**src/rtl/hyperram_pkg.sv**
```systemverilog
// Shared types and constants for the hyperRAM request arbiter and its tag FIFO.
package hyperram_pkg;

    localparam int unsigned ADR_W   = 23;
    localparam int unsigned LEN_W   = 11;
    localparam int unsigned MAX_LEN = 1280;
    localparam int unsigned IDX_W   = 3;
    localparam int unsigned TAG_W   = IDX_W + 1;

    typedef struct packed {
        logic [ADR_W-1:0] adr;
        logic [LEN_W-1:0] len;
        logic             rw;
    } hr_req_t;

    typedef struct packed {
        logic [IDX_W-1:0] idx;
        logic             rw;
    } tag_t;

    typedef enum logic [1:0] {
        StIdle,
        StIssue,
        StGap
    } arb_state_e;

endpackage

```
**src/rtl/hr_tag_fifo.sv**
```systemverilog
// Ownership FIFO: one tag per queued transfer, popped in issue order on completion.
module hr_tag_fifo
    import hyperram_pkg::*;
#(
    parameter int unsigned DEPTH = 8
) (
    input  logic             clk_50,
    input  logic             resetn,
    input  logic             push_i,
    input  logic             pop_i,
    input  logic [TAG_W-1:0] wdata_i,
    output logic [TAG_W-1:0] rdata_o,
    output logic             empty_o,
    output logic             full_o
);

    localparam int unsigned PtrW = (DEPTH > 1) ? $clog2(DEPTH) : 1;
    localparam int unsigned CntW = $clog2(DEPTH + 1);

    tag_t            mem_q [DEPTH];
    logic [PtrW-1:0] wptr_q, rptr_q;
    logic [CntW-1:0] cnt_q;
    logic            do_push, do_pop;

    function automatic logic [PtrW-1:0] next_ptr(input logic [PtrW-1:0] p);
        return (p == PtrW'(DEPTH - 1)) ? '0 : p + 1'b1;
    endfunction

    assign empty_o = (cnt_q == '0);
    assign full_o  = (cnt_q == CntW'(DEPTH));
    assign do_pop  = pop_i && !empty_o;
    // A push into a full FIFO is allowed when a pop frees a slot in the same cycle.
    assign do_push = push_i && (!full_o || do_pop);
    assign rdata_o = mem_q[rptr_q];

    always_ff @(posedge clk_50 or negedge resetn) begin
        if (!resetn) begin
            wptr_q <= '0;
            rptr_q <= '0;
            cnt_q  <= '0;
        end else begin
            if (do_push) wptr_q <= next_ptr(wptr_q);
            if (do_pop)  rptr_q <= next_ptr(rptr_q);
            if (do_push && !do_pop)      cnt_q <= cnt_q + 1'b1;
            else if (!do_push && do_pop) cnt_q <= cnt_q - 1'b1;
        end
    end

    always_ff @(posedge clk_50) begin
        if (do_push) mem_q[wptr_q] <= tag_t'(wdata_i);
    end

endmodule

```
**src/rtl/hyperram_req_arbiter.sv**
```systemverilog
// Round-robin arbiter feeding the hyperRAM controller queue, with strobe spacing,
// outstanding-transfer throttling and per-requester completion pulses.
module hyperram_req_arbiter
    import hyperram_pkg::*;
#(
    parameter int unsigned N_REQ           = 3,
    parameter int unsigned MAX_OUTSTANDING = 8,
    parameter int unsigned MAX_LEN         = hyperram_pkg::MAX_LEN,
    parameter int unsigned GAP_CYCLES      = 2
) (
    input  logic                   clk_50,
    input  logic                   resetn,
    input  logic [N_REQ-1:0]       req_valid,
    output logic [N_REQ-1:0]       req_ready,
    input  logic [N_REQ*ADR_W-1:0] req_addr,
    input  logic [N_REQ*LEN_W-1:0] req_len,
    input  logic [N_REQ-1:0]       req_rw,
    output logic [ADR_W-1:0]       q_adr,
    output logic [LEN_W-1:0]       q_len,
    output logic                   q_rw,
    output logic                   q_stb,
    input  logic                   xfer_done_async,
    output logic [N_REQ-1:0]       done_pulse,
    output logic [N_REQ-1:0]       err_len,
    output logic                   err_spurious,
    output logic [6:0]             outstanding,
    output logic                   busy
);

    localparam int unsigned GapW = (GAP_CYCLES > 1) ? $clog2(GAP_CYCLES) : 1;

    arb_state_e       state_q, state_d;
    logic [IDX_W-1:0] ptr_q, ptr_d;
    logic [IDX_W-1:0] idx_q, idx_d;
    logic             legal_q, legal_d;
    hr_req_t          q_req_q, q_req_d;
    logic [GapW-1:0]  gap_q, gap_d;
    logic [6:0]       cnt_q, cnt_d;
    logic [2:0]       sync_q;
    logic [N_REQ-1:0] done_q, done_d;
    logic             spur_q, spur_d;

    logic [IDX_W-1:0] grant_idx, hi_idx, lo_idx;
    logic             hi_found;
    hr_req_t          sel_req;
    logic             sel_legal;
    logic             done_edge, tag_push, tag_pop, tag_empty, tag_full;
    logic [TAG_W-1:0] tag_rdata;
    tag_t             tag_head;
    logic             unused_head_rw;

    // Lowest valid index above the pointer wins; otherwise wrap to the lowest valid index.
    always_comb begin
        hi_found = 1'b0;
        hi_idx   = '0;
        lo_idx   = '0;
        for (int i = N_REQ - 1; i >= 0; i--) begin
            if (req_valid[i]) begin
                lo_idx = IDX_W'(i);
                if (i > int'(ptr_q)) begin
                    hi_found = 1'b1;
                    hi_idx   = IDX_W'(i);
                end
            end
        end
        grant_idx = hi_found ? hi_idx : lo_idx;
    end

    always_comb begin
        sel_req = '0;
        for (int i = 0; i < N_REQ; i++) begin
            if (grant_idx == IDX_W'(i)) begin
                sel_req.adr = req_addr[i*ADR_W +: ADR_W];
                sel_req.len = req_len[i*LEN_W +: LEN_W];
                sel_req.rw  = req_rw[i];
            end
        end
    end

    assign sel_legal = (sel_req.len != '0) && (32'(sel_req.len) <= MAX_LEN);

    always_comb begin
        state_d   = state_q;
        ptr_d     = ptr_q;
        idx_d     = idx_q;
        legal_d   = legal_q;
        q_req_d   = q_req_q;
        gap_d     = gap_q;
        tag_push  = 1'b0;
        q_stb     = 1'b0;
        req_ready = '0;
        err_len   = '0;
        case (state_q)
            StIdle: begin
                if (|req_valid && (cnt_q < 7'(MAX_OUTSTANDING)) && !tag_full) begin
                    state_d = StIssue;
                    ptr_d   = grant_idx;
                    idx_d   = grant_idx;
                    legal_d = sel_legal;
                    // Queue-side fields only move on a real strobe so they hold between strobes.
                    if (sel_legal) q_req_d = sel_req;
                end
            end
            StIssue: begin
                req_ready = N_REQ'(1) << idx_q;
                if (legal_q) begin
                    q_stb    = 1'b1;
                    tag_push = 1'b1;
                end else begin
                    err_len = N_REQ'(1) << idx_q;
                end
                gap_d   = '0;
                state_d = StGap;
            end
            StGap: begin
                if (gap_q == GapW'(GAP_CYCLES - 1)) state_d = StIdle;
                else                                gap_d   = gap_q + 1'b1;
            end
            default: state_d = StIdle;
        endcase
    end

    assign done_edge = sync_q[1] && !sync_q[2];
    assign tag_pop   = done_edge && !tag_empty;
    assign tag_head  = tag_t'(tag_rdata);
    assign unused_head_rw = tag_head.rw;

    always_comb begin
        cnt_d  = cnt_q + {6'b0, tag_push} - {6'b0, tag_pop};
        spur_d = spur_q || (done_edge && tag_empty);
        done_d = tag_pop ? (N_REQ'(1) << tag_head.idx) : '0;
    end

    always_ff @(posedge clk_50 or negedge resetn) begin
        if (!resetn) begin
            state_q <= StIdle;
            ptr_q   <= IDX_W'(N_REQ - 1);
            idx_q   <= '0;
            legal_q <= 1'b0;
            q_req_q <= '0;
            gap_q   <= '0;
            cnt_q   <= '0;
            sync_q  <= '0;
            done_q  <= '0;
            spur_q  <= 1'b0;
        end else begin
            state_q <= state_d;
            ptr_q   <= ptr_d;
            idx_q   <= idx_d;
            legal_q <= legal_d;
            q_req_q <= q_req_d;
            gap_q   <= gap_d;
            cnt_q   <= cnt_d;
            sync_q  <= {sync_q[1:0], xfer_done_async};
            done_q  <= done_d;
            spur_q  <= spur_d;
        end
    end

    hr_tag_fifo #(
        .DEPTH (MAX_OUTSTANDING)
    ) u_tag_fifo (
        .clk_50  (clk_50),
        .resetn  (resetn),
        .push_i  (tag_push),
        .pop_i   (tag_pop),
        .wdata_i ({idx_q, q_req_q.rw}),
        .rdata_o (tag_rdata),
        .empty_o (tag_empty),
        .full_o  (tag_full)
    );

    assign q_adr        = q_req_q.adr;
    assign q_len        = q_req_q.len;
    assign q_rw         = q_req_q.rw;
    assign done_pulse   = done_q;
    assign err_spurious = spur_q;
    assign outstanding  = cnt_q;
    assign busy         = (cnt_q != '0) || (state_q != StIdle);

endmodule

```
**config.mk**
```make
export PLATFORM = sky130hd
export DESIGN_NAME = hyperram_req_arbiter
export DESIGN_NICKNAME = d
export VERILOG_FILES = /design/src/rtl/hyperram_pkg.sv /design/src/rtl/hr_tag_fifo.sv /design/src/rtl/hyperram_req_arbiter.sv
export SDC_FILE = /design/constraint.sdc
export NUM_CORES = 1
export LEC_CHECK = 0
export ABC_AREA = 0
export BUFFER_PORTS_ARGS = -buffer_cell sky130_fd_sc_hd__clkbuf_2
export CORE_MARGIN = 2
export CORE_UTILIZATION = 55
export DETAILED_ROUTE_END_ITERATION = 10
export PLACE_DENSITY = 0.93
export SETUP_SLACK_MARGIN = 0.4
export SKIP_CTS_REPAIR_TIMING = 1
export SYNTH_ARGS = -nofsm -noshare
export SYNTH_HDL_FRONTEND = slang
export SYNTH_HIERARCHICAL = 1
export SYNTH_SLANG_ARGS = --single-unit
```
**constraint.sdc**
```tcl
create_clock -name clk_50 -period 9.2 [get_ports clk_50]
set_input_delay 0.92 -clock clk_50 [delete_from_list [all_inputs] [get_ports clk_50]]
set_output_delay 0.92 -clock clk_50 [all_outputs]
set_load 0.03 [all_outputs]
```
# Word level (Yosys, flattened, before mapping)

Memories as Yosys holds them, arrays and structs flattened.
Cells that the tools add are included.

Flip-flop bits (word level): 69
Bits in writable memories: 32
Output and inout bits: 54
Word-level logic and storage cells: 100
Memories: 1

Memory list:

| name             | depth | bits a word | read ports | clocked after Yosys merged registers in | wr ports | line              | RTL |
|---|---|---|---|---|---|---|---|
| u_tag_fifo.mem_q | 8     | 4           | 1          | 0                                       | 1        | hr_tag_fifo.sv:20 | `tag_t mem_q [DEPTH];` |

Add/sub/neg operators: 7
$lt $le $gt $ge: 4
Eq/ne operators: 9
Shift-type cells: 2
Muxes and demuxes: 32
Reductions and logical operators: 30

Operator list:

| kind                                                | count |
|---|---|
| 2-to-1 mux 35 bit                                   | 3 |
| 2-to-1 mux 3 bit                                    | 11 |
| <= comparator 11 bit (second input constant)        | 1 |
| nonzero test 11 bit                                 | 1 |
| logical AND 1 bit                                   | 10 |
| 2-to-1 mux 2 bit                                    | 5 |
| 2-to-1 mux 1 bit                                    | 9 |
| 2-to-1 mux 4 bit                                    | 2 |
| adder 7 x 1 -> 7 bit                                | 1 |
| < comparator 7 x 4 -> 1 bit (second input constant) | 1 |
| nonzero test 7 bit                                  | 1 |
| subtractor 7 x 1 -> 7 bit                           | 1 |
| adder 3 x 1 -> 3 bit (second input constant)        | 2 |
| equality test 3 bit (second input constant)         | 2 |
| one-hot mux 2 bit (3 select lines)                  | 1 |
| nonzero test 2 bit                                  | 3 |
| left shift 1 x 3 -> 3 bit (first input constant)    | 2 |
| zero test 1 bit                                     | 5 |
| adder 4 x 1 -> 4 bit (second input constant)        | 1 |
| equality test 4 bit (second input constant)         | 1 |
| zero test 4 bit                                     | 1 |
| inequality test 2 bit (second input constant)       | 2 |
| AND reduction 2 bit                                 | 2 |
| subtractor 4 x 1 -> 4 bit (second input constant)   | 1 |
| 13 further kinds                                    | 15 |

# Depth between registers and ports, before layout

Gate-level depths: netlist of run 1.

Depth after elaboration: 13
Gate-level depth with buffers: 16

# By module

Netlist of run 1, hierarchy kept.

Modules (own cells, without submodules):

| module               | instances | cells an instance | area an instance (µm²) | sequential area each (µm²) |
|---|---|---|---|---|
| hyperram_req_arbiter | 1         | 377               | 3,569.7                | 1,402.6 |
| hr_tag_fifo          | 1         | 110               | 1,878.1                | 1,211.2 |

# Least setup slack after synthesis of run 1

OpenSTA, ideal clock, no wires.

Kind: input -> register
Start point: input port req_valid[1]
End point: register q_req_q (netlist bit q_adr[10])
Data arrival time: 3.222 ns
Slack: 5.853 ns
Stages: 11
Cells stage by stage: or3b_1 -> buf_6 -> o211ai_1 -> o211a_1 -> o22ai_1 -> or4_4 -> nor4_2 -> a211o_1 -> buf_6 -> buf_12 -> mux2_4

Word-level cells in the longest chain between the ends: 10

Ends and longest elaborated chain:

| item                                                               | line                        | RTL |
|---|---|---|
| start, declared                                                    | hyperram_req_arbiter.sv:13  | `input logic [N_REQ-1:0] req_valid,` |
| 2-to-1 mux 2 bit                                                   | hyperram_req_arbiter.sv:58  | `if (req_valid[i]) begin` |
| 2-to-1 mux 3 bit                                                   | hyperram_req_arbiter.sv:58  |  |
| 2-to-1 mux 3 bit                                                   | hyperram_req_arbiter.sv:66  | `grant_idx = hi_found ? hi_idx : lo_idx;` |
| zero test 3 bit                                                    | hyperram_req_arbiter.sv:72  | `if (grant_idx == IDX_W'(i)) begin` |
| 2-to-1 mux 35 bit (3 in series)                                    | hyperram_req_arbiter.sv:72  |  |
| <= comparator 11 bit / nonzero test 11 bit (equally long branches) | hyperram_req_arbiter.sv:80  | `assign sel_legal = (sel_req.len != '0) && (32'(sel_req.len) <= MAX_LEN);` |
| logical AND 1 bit                                                  | hyperram_req_arbiter.sv:80  |  |
| AND reduction 3 bit (no source line)                               | --                          |  |
| end signal, assigned                                               | hyperram_req_arbiter.sv:151 | `q_req_q <= q_req_d;` |
| end, declared                                                      | hyperram_req_arbiter.sv:36  | `hr_req_t q_req_q, q_req_d;` |

Several ways; a longest one is shown, not always the timed one.
A chain may end at the register's enable or synchronous reset.

# Worst setup path after layout of run 1

Start point: input port req_valid[1]
End point: register q_req_q (netlist bit q_adr[4])

The elaborated chain is that of the path after synthesis.

==> flow_summary.json, run 1 <==
{
  "period_share": 0.440,
  "cts-root-buf": "sky130_fd_sc_hd__clkbuf_8",
  "finalClockSkew_ns": 0.00827,
  "num_rows": 35,
  "layout-drive-gt1-share": 0.375,
  "ys.warnings.count": 6,
  "power_density_nw_per_um2": 336,
  "seqPwrFrac": 0.339,
  "cp_max_fo": 33,
  "die_area_sq_um": 10200,
  "worst_ir_drop_vdd_mv": 0.195,
  "core-area_sq_um": 9150,
  "timing.critical_path.from_type": "input pin",
  "leak_pwr_nw": 3.10,
  "pin_count_of_the_biggest_net_entering_global_routing": 74,
  "initial_utilization": 0.563,
  "design.portCount": 165,
  "drv_cap": 0,
  "gp_weighted_congestion": 0.889,
  "numCtsBuffers": 9,
  "clockPowerShare": 0.138,
  "wl_per_cell_um": 15.9,
  "grt-ovfl-total": 0,
  "rsz0062_at_grt": "no",
  "post-route-min-period_ns": 4.05,
  "timing.slew.headroom": 0.289,
  "run_status": "complete, no violations",
  "cp_data_arrival_time_ns": 4.31,
  "setup.worst_path.end_class": "flip-flop",
  "io_buffers": 164,
  "layout.area.seq_sq_um": 2370,
  "chipHeight_um": 101,
  "tritoncts": "done",
  "cp.required_ns": 9.46,
  "critical_path_class": "input pin to flip-flop",
  "setup_viol": 0,
  "die-width_um": 101,
  "antenna_found_initial": 0,
  "fillerInstances": 679,
  "cts.path.max_buffers": 2,
  "final-instance-count-excl-fill": 753,
  "vias": 4160,
  "cells_after_dpl": 737,
  "report.final.slew_viol_count": 0,
  "internal-power_mw": 1.18,
  "mappedNetlistArea_sq_um": 5150,
  "clk_transition_reported_paths_ns": 0.09,
  "drtAntennaViolNets": 0,
  "dpl.hpwl_um": 9050,
  "clock_tree.htree_level_count": 3,
  "worst-slew-pin-transition_ns": 1.07,
  "avgViaCountPerCell": 5.52,
  "insertedDiodeCount": 0,
  "number_of_search_and_repair_iterations_in_the_first_detailed_routing_pass": 4,
  "wire_length_of_the_first_global_routing_pass_um": 19500,
  "first_iter_violations": 137,
  "clock.fmax_ghz": 0.247,
  "nNetsFinal": 772,
  "clock_latency_of_the_later_clocked_register_in_the_worst_skew_pair_ns": 0.37,
  "power_frac_comb": 0.523,
  "synthesis.instances": 476,
  "switching_share": 0.436,
  "grt.total_usage": 0.248,
  "syn_to_final_growth_pct": 20.5,
  "power.switching_mw": 0.911,
  "tritoncts_num_sinks": 90,
  "finalHoldViolations": 0,
  "grt_pass1_vias": 4148,
  "routed_wl_um": 12000,
  "combined_area_of_the_multi_input_logic_cells_sq_um": 2540,
  "drt_drc_violations_left": 0,
  "syn-mean-instance-area_sq_um": 10.8,
  "totalNegativeSetupSlack_ns": 0,
  "hold_class": "flip-flop to flip-flop"
}
[state kept, by name, summed over array words and instances (netlist names), 3 cells and up]
name	cells
u_tag_fifo/mem_q	24
q_adr	23
q_len	11
outstanding	7
u_tag_fifo/cnt_q	4
done_pulse	3
sync_q	3
u_tag_fifo/rptr_q	3
u_tag_fifo/wptr_q	3
[worst max-delay path: stages]
cell,delay [ns]
sky130_fd_sc_hd__clkbuf_2,0.10
sky130_fd_sc_hd__or2b_1,0.35
sky130_fd_sc_hd__o21ai_2,0.86
sky130_fd_sc_hd__nand2_1,0.12
sky130_fd_sc_hd__a31oi_1,0.54
sky130_fd_sc_hd__nand2_1,0.10
sky130_fd_sc_hd__nand2_1,0.11
sky130_fd_sc_hd__a211o_2,0.75
sky130_fd_sc_hd__mux2_2,0.42
[worst paths after layout]
path	depth (start not counted)	from	to	slack, ns
worst max register to register	9	ptr_q[0]	q_adr[4]	5.21
worst min-delay path	0	sync_q[0]	sync_q[1]	0.38
max in group asynchronous	2	resetn	q_len[1]	7.93
worst max-delay path	9	req_valid[1]	q_adr[4]	5.15
worst min register to register	0	sync_q[0]	sync_q[1]	0.38
min in group asynchronous	2	resetn	outstanding[1]	0.71
[metrics by stage]
stage               utilization  total power [mW]  setup slack, ns  area, sq um  hold slack [ns]
finish                    0.678              2.09             5.15         6200            0.375
global route              0.678              2.23             4.82         6200            0.391
CTS                       0.678              2.10             5.17         6200            0.375
detailed placement        0.655              1.80             4.81         6000            0.347
global placement          0.655              1.74             4.95         6000            0.346
floorplan                     -              1.53             5.85         5180            0.331
[layout by cell type, fill, tap and decap left out, drive strengths merged, types with 10 or more instances in the layout]
master and n:
a31oi 27, clkbuf 173, dfrtp 65, edfxtp 24, ha 22, inv 27
mux2 42, nand2 68, nor2 58, nor3 10, o211ai 11, o21ai 10
[area by class of cell]
class                           instances  area share
Clock inverter                          6      0.0131
Sequential cell                        90       0.383
Inverter                               27      0.0163
Multi-Input combinational cell        342       0.409
Tap cell                              111      0.0224
Timing Repair Buffer                  167       0.136
Clock buffer                           10      0.0206
[power by group through the flow]
stage / logic, mW / registers, mW / clock network [mW]
2_1_floorplan: 0.666 / 0.861 / 0
3_3_place_gp: 1.04 / 0.703 / 0
3_5_place_dp: 1.09 / 0.711 / 0
4_1_cts: 1.10 / 0.708 / 0.292
5_1_grt: 1.20 / 0.729 / 0.307
6_report: 1.09 / 0.707 / 0.288
[layer usage]
layer	up-vias	global-route usage	wire length, um
li1	1999	-	-
met1	1982	0.287	4720
met2	147	0.442	6240
met3	32	0.0465	617
met4	0	0.114	420
met5	-	0	0
No activity file was read; power rests on OpenSTA's default activity.
==> run 2: changes to the inputs <==
--- a/config.mk
+++ b/config.mk
@@ -5,12 +5,12 @@
 export SDC_FILE = /design/constraint.sdc
 export NUM_CORES = 1
 export LEC_CHECK = 0
-export ABC_AREA = 0
+export ABC_AREA = 1
 export BUFFER_PORTS_ARGS = -buffer_cell sky130_fd_sc_hd__clkbuf_2
 export CORE_MARGIN = 2
-export CORE_UTILIZATION = 55
+export CORE_UTILIZATION = 52
 export DETAILED_ROUTE_END_ITERATION = 10
-export PLACE_DENSITY = 0.93
+export PLACE_DENSITY = 0.89
 export SETUP_SLACK_MARGIN = 0.4
 export SKIP_CTS_REPAIR_TIMING = 1
 export SYNTH_ARGS = -nofsm -noshare
==> constraint.sdc (replaced) <==
create_clock -name clk_50 -period 4 [get_ports clk_50]
set_input_delay 0.4 -clock clk_50 [delete_from_list [all_inputs] [get_ports clk_50]]
set_output_delay 0.4 -clock clk_50 [all_outputs]
set_load 0.03 [all_outputs]
==> flow_summary.json, run 2 <==
{
  "wl_met3_um": 647,
  "design.portCount": 165,
  "core-area_sq_um": 9640,
  "cp_max_fo": 36,
  "setup.worst_path.end_class": "flip-flop",
  "most-common-layout-cells": "sky130_fd_sc_hd__nand2_1, sky130_fd_sc_hd__clkbuf_2, sky130_fd_sc_hd__nand3_1",
  "worst-slew-pin-transition_ns": 0.724,
  "insertedDiodeCount": 0,
  "leak_pwr_nw": 3.34,
  "nNetsFinal": 935,
  "regMostFlops": "u_tag_fifo/mem_q",
  "die_area_sq_um": 10600,
  "clock_latency_of_the_later_clocked_register_in_the_worst_skew_pair_ns": 0.36,
  "setup_viol": 0,
  "final-instance-count-excl-fill": 938,
  "synthesis.instances": 641,
  "wirelength_met1_um": 5010,
  "power_frac_comb": 0.531,
  "tritoncts": "done",
  "routed_wl_um": 12900,
  "critical_path_class": "flip-flop to flip-flop",
  "cp_data_arrival_time_ns": 3.47,
  "seqPwrFrac": 0.336,
  "switching_share": 0.498,
  "grt.total_usage": 0.256,
  "timing.final.ws_setup_ns": 0.783,
  "chipHeight_um": 103,
  "grt_pass1_vias": 4542,
  "timing.slew.headroom": 0.517,
  "pin_count_of_the_biggest_net_entering_global_routing": 43,
  "worst_ir_drop_vdd_mv": 0.372,
  "ys.warnings.count": 6,
  "post-route-min-period_ns": 3.22,
  "die-width_um": 103,
  "grt-ovfl-total": 0,
  "number_of_search_and_repair_iterations_in_the_first_detailed_routing_pass": 5,
  "drv_cap": 0,
  "run_status": "complete, no violations",
  "cts.path.max_buffers": 2,
  "report.final.slew_viol_count": 0,
  "numCtsBuffers": 9,
  "internal-power_mw": 2.38,
  "period_share": 0.804,
  "cts-root-buf": "sky130_fd_sc_hd__clkbuf_8",
  "gp_weighted_congestion": 0.907,
  "avgViaCountPerCell": 5.15,
  "initial_utilization": 0.528,
  "drtAntennaViolNets": 0,
  "clk_transition_reported_paths_ns": 0.09,
  "largest_register_ffs": 24,
  "tritoncts_num_sinks": 90,
  "syn-mean-instance-area_sq_um": 7.93,
  "first_iter_violations": 223,
  "wire_length_of_the_first_global_routing_pass_um": 21000,
  "dpl.hpwl_um": 9880,
  "syn_to_final_growth_pct": 21.0,
  "wl_per_cell_um": 13.7,
  "routed.top_layer": "met4",
  "layout-drive-gt1-share": 0.253,
  "hold_class": "input pin to async pin",
  "rsz0062_at_grt": "no",
  "power.switching_mw": 2.37,
  "drt_drc_violations_left": 0,
  "post-route-util": 0.638,
  "totalNegativeSetupSlack_ns": 0,
  "power_density_nw_per_um2": 772,
  "cells_after_dpl": 922,
  "num_rows": 36,
  "antenna_found_initial": 0,
  "mostFrequentLayoutCell": "sky130_fd_sc_hd__nand2_1",
  "timing.critical_path.from_type": "flip-flop",
  "clock.fmax_ghz": 0.311,
  "cp.required_ns": 4.25,
  "finalClockSkew_ns": 0.0118,
  "clockPowerShare": 0.133,
  "dr_wl_met2_um": 6810,
  "mappedNetlistArea_sq_um": 5090,
  "place_worst_setup_slack_ns": 0.785,
  "clock_tree.htree_level_count": 3,
  "power_mw": 4.75,
  "vias": 4835,
  "finalHoldViolations": 0,
  "io_buffers": 164
}
-- run 2: metal layers --
layer	global-route usage	up-vias
li1	-	2382
met1	0.301	2268
met2	0.458	154
met3	0.0468	31
met4	0.109	0
met5	0	-
-- run 2: path summary, 6_finish.rpt --
path	startpoint	to	slack (ns)	cells after the start
setup reg to reg	ptr_q[0]	q_adr[17]	0.78	13
max in group asynchronous	resetn	q_len[0]	3.02	2
hold / removal	resetn	outstanding[1]	0.06	1
hold reg to reg	sync_q[0]	sync_q[1]	0.37	0
setup / recovery	ptr_q[0]	q_adr[17]	0.78	13
min in group clk_50	xfer_done_async	sync_q[0]	0.15	1
-- run 2: per-stage QoR --
step                      instance area (sq um)  hold WS (ns)
after detailed placement                   5950         0.345
final                                      6150        0.0617
after CTS                                  6150        0.0731
after floorplan                            5110         0.104
after global routing                       6150        0.0981
after global placement                     5950         0.354
-- run 2: power by group through the flow --
stage                     logic (mW)  registers (mW)  clock network [mW]
after CTS                       2.53            1.59               0.644
after global placement          2.44            1.60                   0
final                           2.52            1.59               0.634
after global routing            2.83            1.64               0.686
after detailed placement        2.53            1.60                   0
after floorplan                 1.53            1.94                   0
-- run 2: worst max-delay path, stage by stage (launching register included) --
cell	delay, ns
sky130_fd_sc_hd__dfrtp_1	0.56
sky130_fd_sc_hd__inv_2	0.10
sky130_fd_sc_hd__nand3_2	0.24
sky130_fd_sc_hd__nand2_2	0.09
sky130_fd_sc_hd__inv_1	0.54
sky130_fd_sc_hd__nand3_1	0.15
sky130_fd_sc_hd__nand3_1	0.17
sky130_fd_sc_hd__nor2_1	0.07
sky130_fd_sc_hd__nand3_1	0.07
sky130_fd_sc_hd__nand2_1	0.06
sky130_fd_sc_hd__inv_2	0.44
sky130_fd_sc_hd__nand2_4	0.37
sky130_fd_sc_hd__nand2_1	0.17
sky130_fd_sc_hd__nand2_1	0.07
-- run 2: layout make-up --
type                            count  area [sq um]
Fill cell                         852          3490
Sequential cell                    90          2370
Multi-Input combinational cell    472          2330
Timing Repair Buffer              169           858
Inverter                           58           220
Tap cell                          133           166
Clock buffer                       10           128
Clock inverter                      6          71.3
==> run 3: changes to the inputs <==
==> constraint.sdc (replaced) <==
create_clock -name clk_50 -period 3.2 [get_ports clk_50]
set_input_delay 0.32 -clock clk_50 [delete_from_list [all_inputs] [get_ports clk_50]]
set_output_delay 0.32 -clock clk_50 [all_outputs]
set_load 0.03 [all_outputs]
==> flow_summary.json, run 3 (same netlist as run 2, synthesis figures left out) <==
{
  "gr-max-usage-layer": "met2",
  "vias": 4799,
  "die-width_um": 103,
  "place_worst_setup_slack_ns": 0.330,
  "final_design_area_no_fill_sq_um": 6280,
  "routed_wl_um": 12500,
  "post-route-min-period_ns": 2.62,
  "hold_class": "input pin to async pin",
  "mostFrequentLayoutCell": "sky130_fd_sc_hd__nand2_1",
  "num_rows": 36,
  "initial_utilization": 0.528,
  "timing.slew.headroom": 0.440,
  "io_buffers": 164,
  "power.switching_mw": 2.94,
  "die_area_sq_um": 10600,
  "antenna_found_initial": 1,
  "placed_cell_area_sq_um": 5980,
  "pin_count_of_the_biggest_net_entering_global_routing": 39,
  "wl_per_cell_um": 13.2,
  "cts-root-buf": "sky130_fd_sc_hd__clkbuf_8",
  "clock_latency_of_the_later_clocked_register_in_the_worst_skew_pair_ns": 0.36,
  "clock.fmax_ghz": 0.382,
  "setup.worst_path.end_class": "flip-flop",
  "gp_weighted_congestion": 0.864,
  "gr-usage-met3": 0.0576,
  "chipHeight_um": 103,
  "run_status": "complete, no violations",
  "finalHoldWorstSlack_ns": 0.0530,
  "period_share": 0.818,
  "grt.met2_usage": 0.430,
  "grt-ovfl-total": 0,
  "finalHoldViolations": 0,
  "clockPowerShare": 0.122,
  "dpl.hpwl_um": 9600,
  "drtAntennaViolNets": 0,
  "finalClockSkew_ns": 0.0185,
  "clk_transition_reported_paths_ns": 0.09,
  "design.portCount": 165,
  "timing.critical_path.from_type": "flip-flop",
  "number_of_search_and_repair_iterations_in_the_first_detailed_routing_pass": 4,
  "internal-power_mw": 3.03,
  "power_mw": 5.97,
  "cp_data_arrival_time_ns": 2.86,
  "cp.required_ns": 3.44,
  "switching_share": 0.492,
  "tritoncts_num_sinks": 90,
  "cp_max_fo": 6,
  "first_iter_violations": 140,
  "final-instance-count-excl-fill": 949,
  "seqPwrFrac": 0.332,
  "totalNegativeSetupSlack_ns": 0,
  "largest_register_ffs": 24,
  "setup_viol": 0,
  "worst-slew-pin-transition_ns": 0.840,
  "critical_path_class": "flip-flop to flip-flop",
  "grt_pass1_vias": 4460,
  "drv_cap": 0,
  "post-route-util": 0.652,
  "nNetsFinal": 945,
  "power_frac_comb": 0.546,
  "timing.final.ws_setup_ns": 0.584,
  "leak_pwr_nw": 3.39,
  "regMostFlops": "u_tag_fifo/mem_q",
  "core-area_sq_um": 9640,
  "met1_usage": 0.290,
  "rsz0062_at_grt": "yes",
  "r2r_end": "outstanding[6]",
  "fillerInstances": 815,
  "report.final.slew_viol_count": 0,
  "syn_to_final_growth_pct": 23.5,
  "most-common-layout-cells": "sky130_fd_sc_hd__nand2_1, sky130_fd_sc_hd__clkbuf_2, sky130_fd_sc_hd__nand3_1",
  "avgViaCountPerCell": 5.06,
  "wire_length_of_the_first_global_routing_pass_um": 20300,
  "drt_drc_violations_left": 0,
  "cells_after_dpl": 925,
  "reg2reg_from": "u_tag_fifo/cnt_q[3]",
  "tritoncts": "done",
  "numCtsBuffers": 9,
  "grt.total_usage": 0.246,
  "r2r.worst_path.cells": 16,
  "power_density_nw_per_um2": 950,
  "cts.path.max_buffers": 2,
  "worst_ir_drop_vdd_mv": 0.495,
  "timing.reg2reg.setup_slack_ns": 0.58,
  "clock_tree.htree_level_count": 3,
  "layout-drive-gt1-share": 0.270
}
-- run 3: changes by cell type in the layout (fill, tap and decap cells not counted), moves of 2 or more --
cell | previous run | this run
sky130_fd_sc_hd__buf_4 | 5 | 11
sky130_fd_sc_hd__buf_6 | 0 | 3
sky130_fd_sc_hd__dfrtp_1 | 65 | 62
sky130_fd_sc_hd__dfrtp_2 | 0 | 3
sky130_fd_sc_hd__inv_6 | 3 | 1
sky130_fd_sc_hd__nand2_2 | 3 | 1
sky130_fd_sc_hd__nor2_4 | 0 | 2
-- run 3: worst max-delay path by stage --
stage	startpoint	endpoint	slack, ns	depth (start not counted)
floorplan	u_tag_fifo/cnt_q[0]	outstanding[6]	0.64	16
global placement	u_tag_fifo/cnt_q[0]	outstanding[6]	0.35	16
detailed placement	u_tag_fifo/cnt_q[0]	outstanding[6]	0.33	16
CTS	u_tag_fifo/cnt_q[0]	outstanding[6]	0.30	16
global route	u_tag_fifo/cnt_q[1]	outstanding[6]	0.38	16
finish	u_tag_fifo/cnt_q[3]	outstanding[6]	0.58	16
-- run 3: final cells by class --
class	instances	area, sq um	area share
clock buffers	11	153	0.0243
clock inverters	5	35.0	0.00558
flip-flops and latches	90	2380	0.378
repair buffers	179	957	0.152
inverters	58	220	0.0351
multi-input cells	472	2370	0.377
diodes	1	2.50	0.000398
well taps	133	166	0.0265
-- run 3: worst max-delay path: stages (launching register included) --
cell	delay (ns)
sky130_fd_sc_hd__dfrtp_1	0.42
sky130_fd_sc_hd__inv_1	0.15
sky130_fd_sc_hd__nand3_2	0.14
sky130_fd_sc_hd__inv_2	0.10
sky130_fd_sc_hd__nor2_4	0.06
sky130_fd_sc_hd__ha_1	0.27
sky130_fd_sc_hd__inv_1	0.06
sky130_fd_sc_hd__ha_1	0.14
sky130_fd_sc_hd__inv_1	0.06
sky130_fd_sc_hd__fa_1	0.39
sky130_fd_sc_hd__inv_1	0.07
sky130_fd_sc_hd__a21oi_1	0.05
sky130_fd_sc_hd__o21bai_1	0.21
sky130_fd_sc_hd__a21oi_1	0.10
sky130_fd_sc_hd__nor2_1	0.09
sky130_fd_sc_hd__nor2_1	0.06
sky130_fd_sc_hd__xor2_1	0.13
-- run 3: power by group through the flow --
stage	clock (mW)	sequential [mW]	combinational [mW]
finish	0.726	1.98	3.26
CTS	0.746	1.98	3.15
detailed placement	0	1.99	3.15
global placement	0	1.99	3.04
global route	0.805	2.03	3.64
floorplan	0	2.42	1.91
-- run 3: metal layers --
| metal | share of wire | routed length, um |
|---|---|---|
| met1 | 0.39 | 4860 |
| met2 | 0.53 | 6580 |
| met3 | 0.064 | 795 |
| met4 | 0.021 | 256 |
| met5 | 0 | 0 |
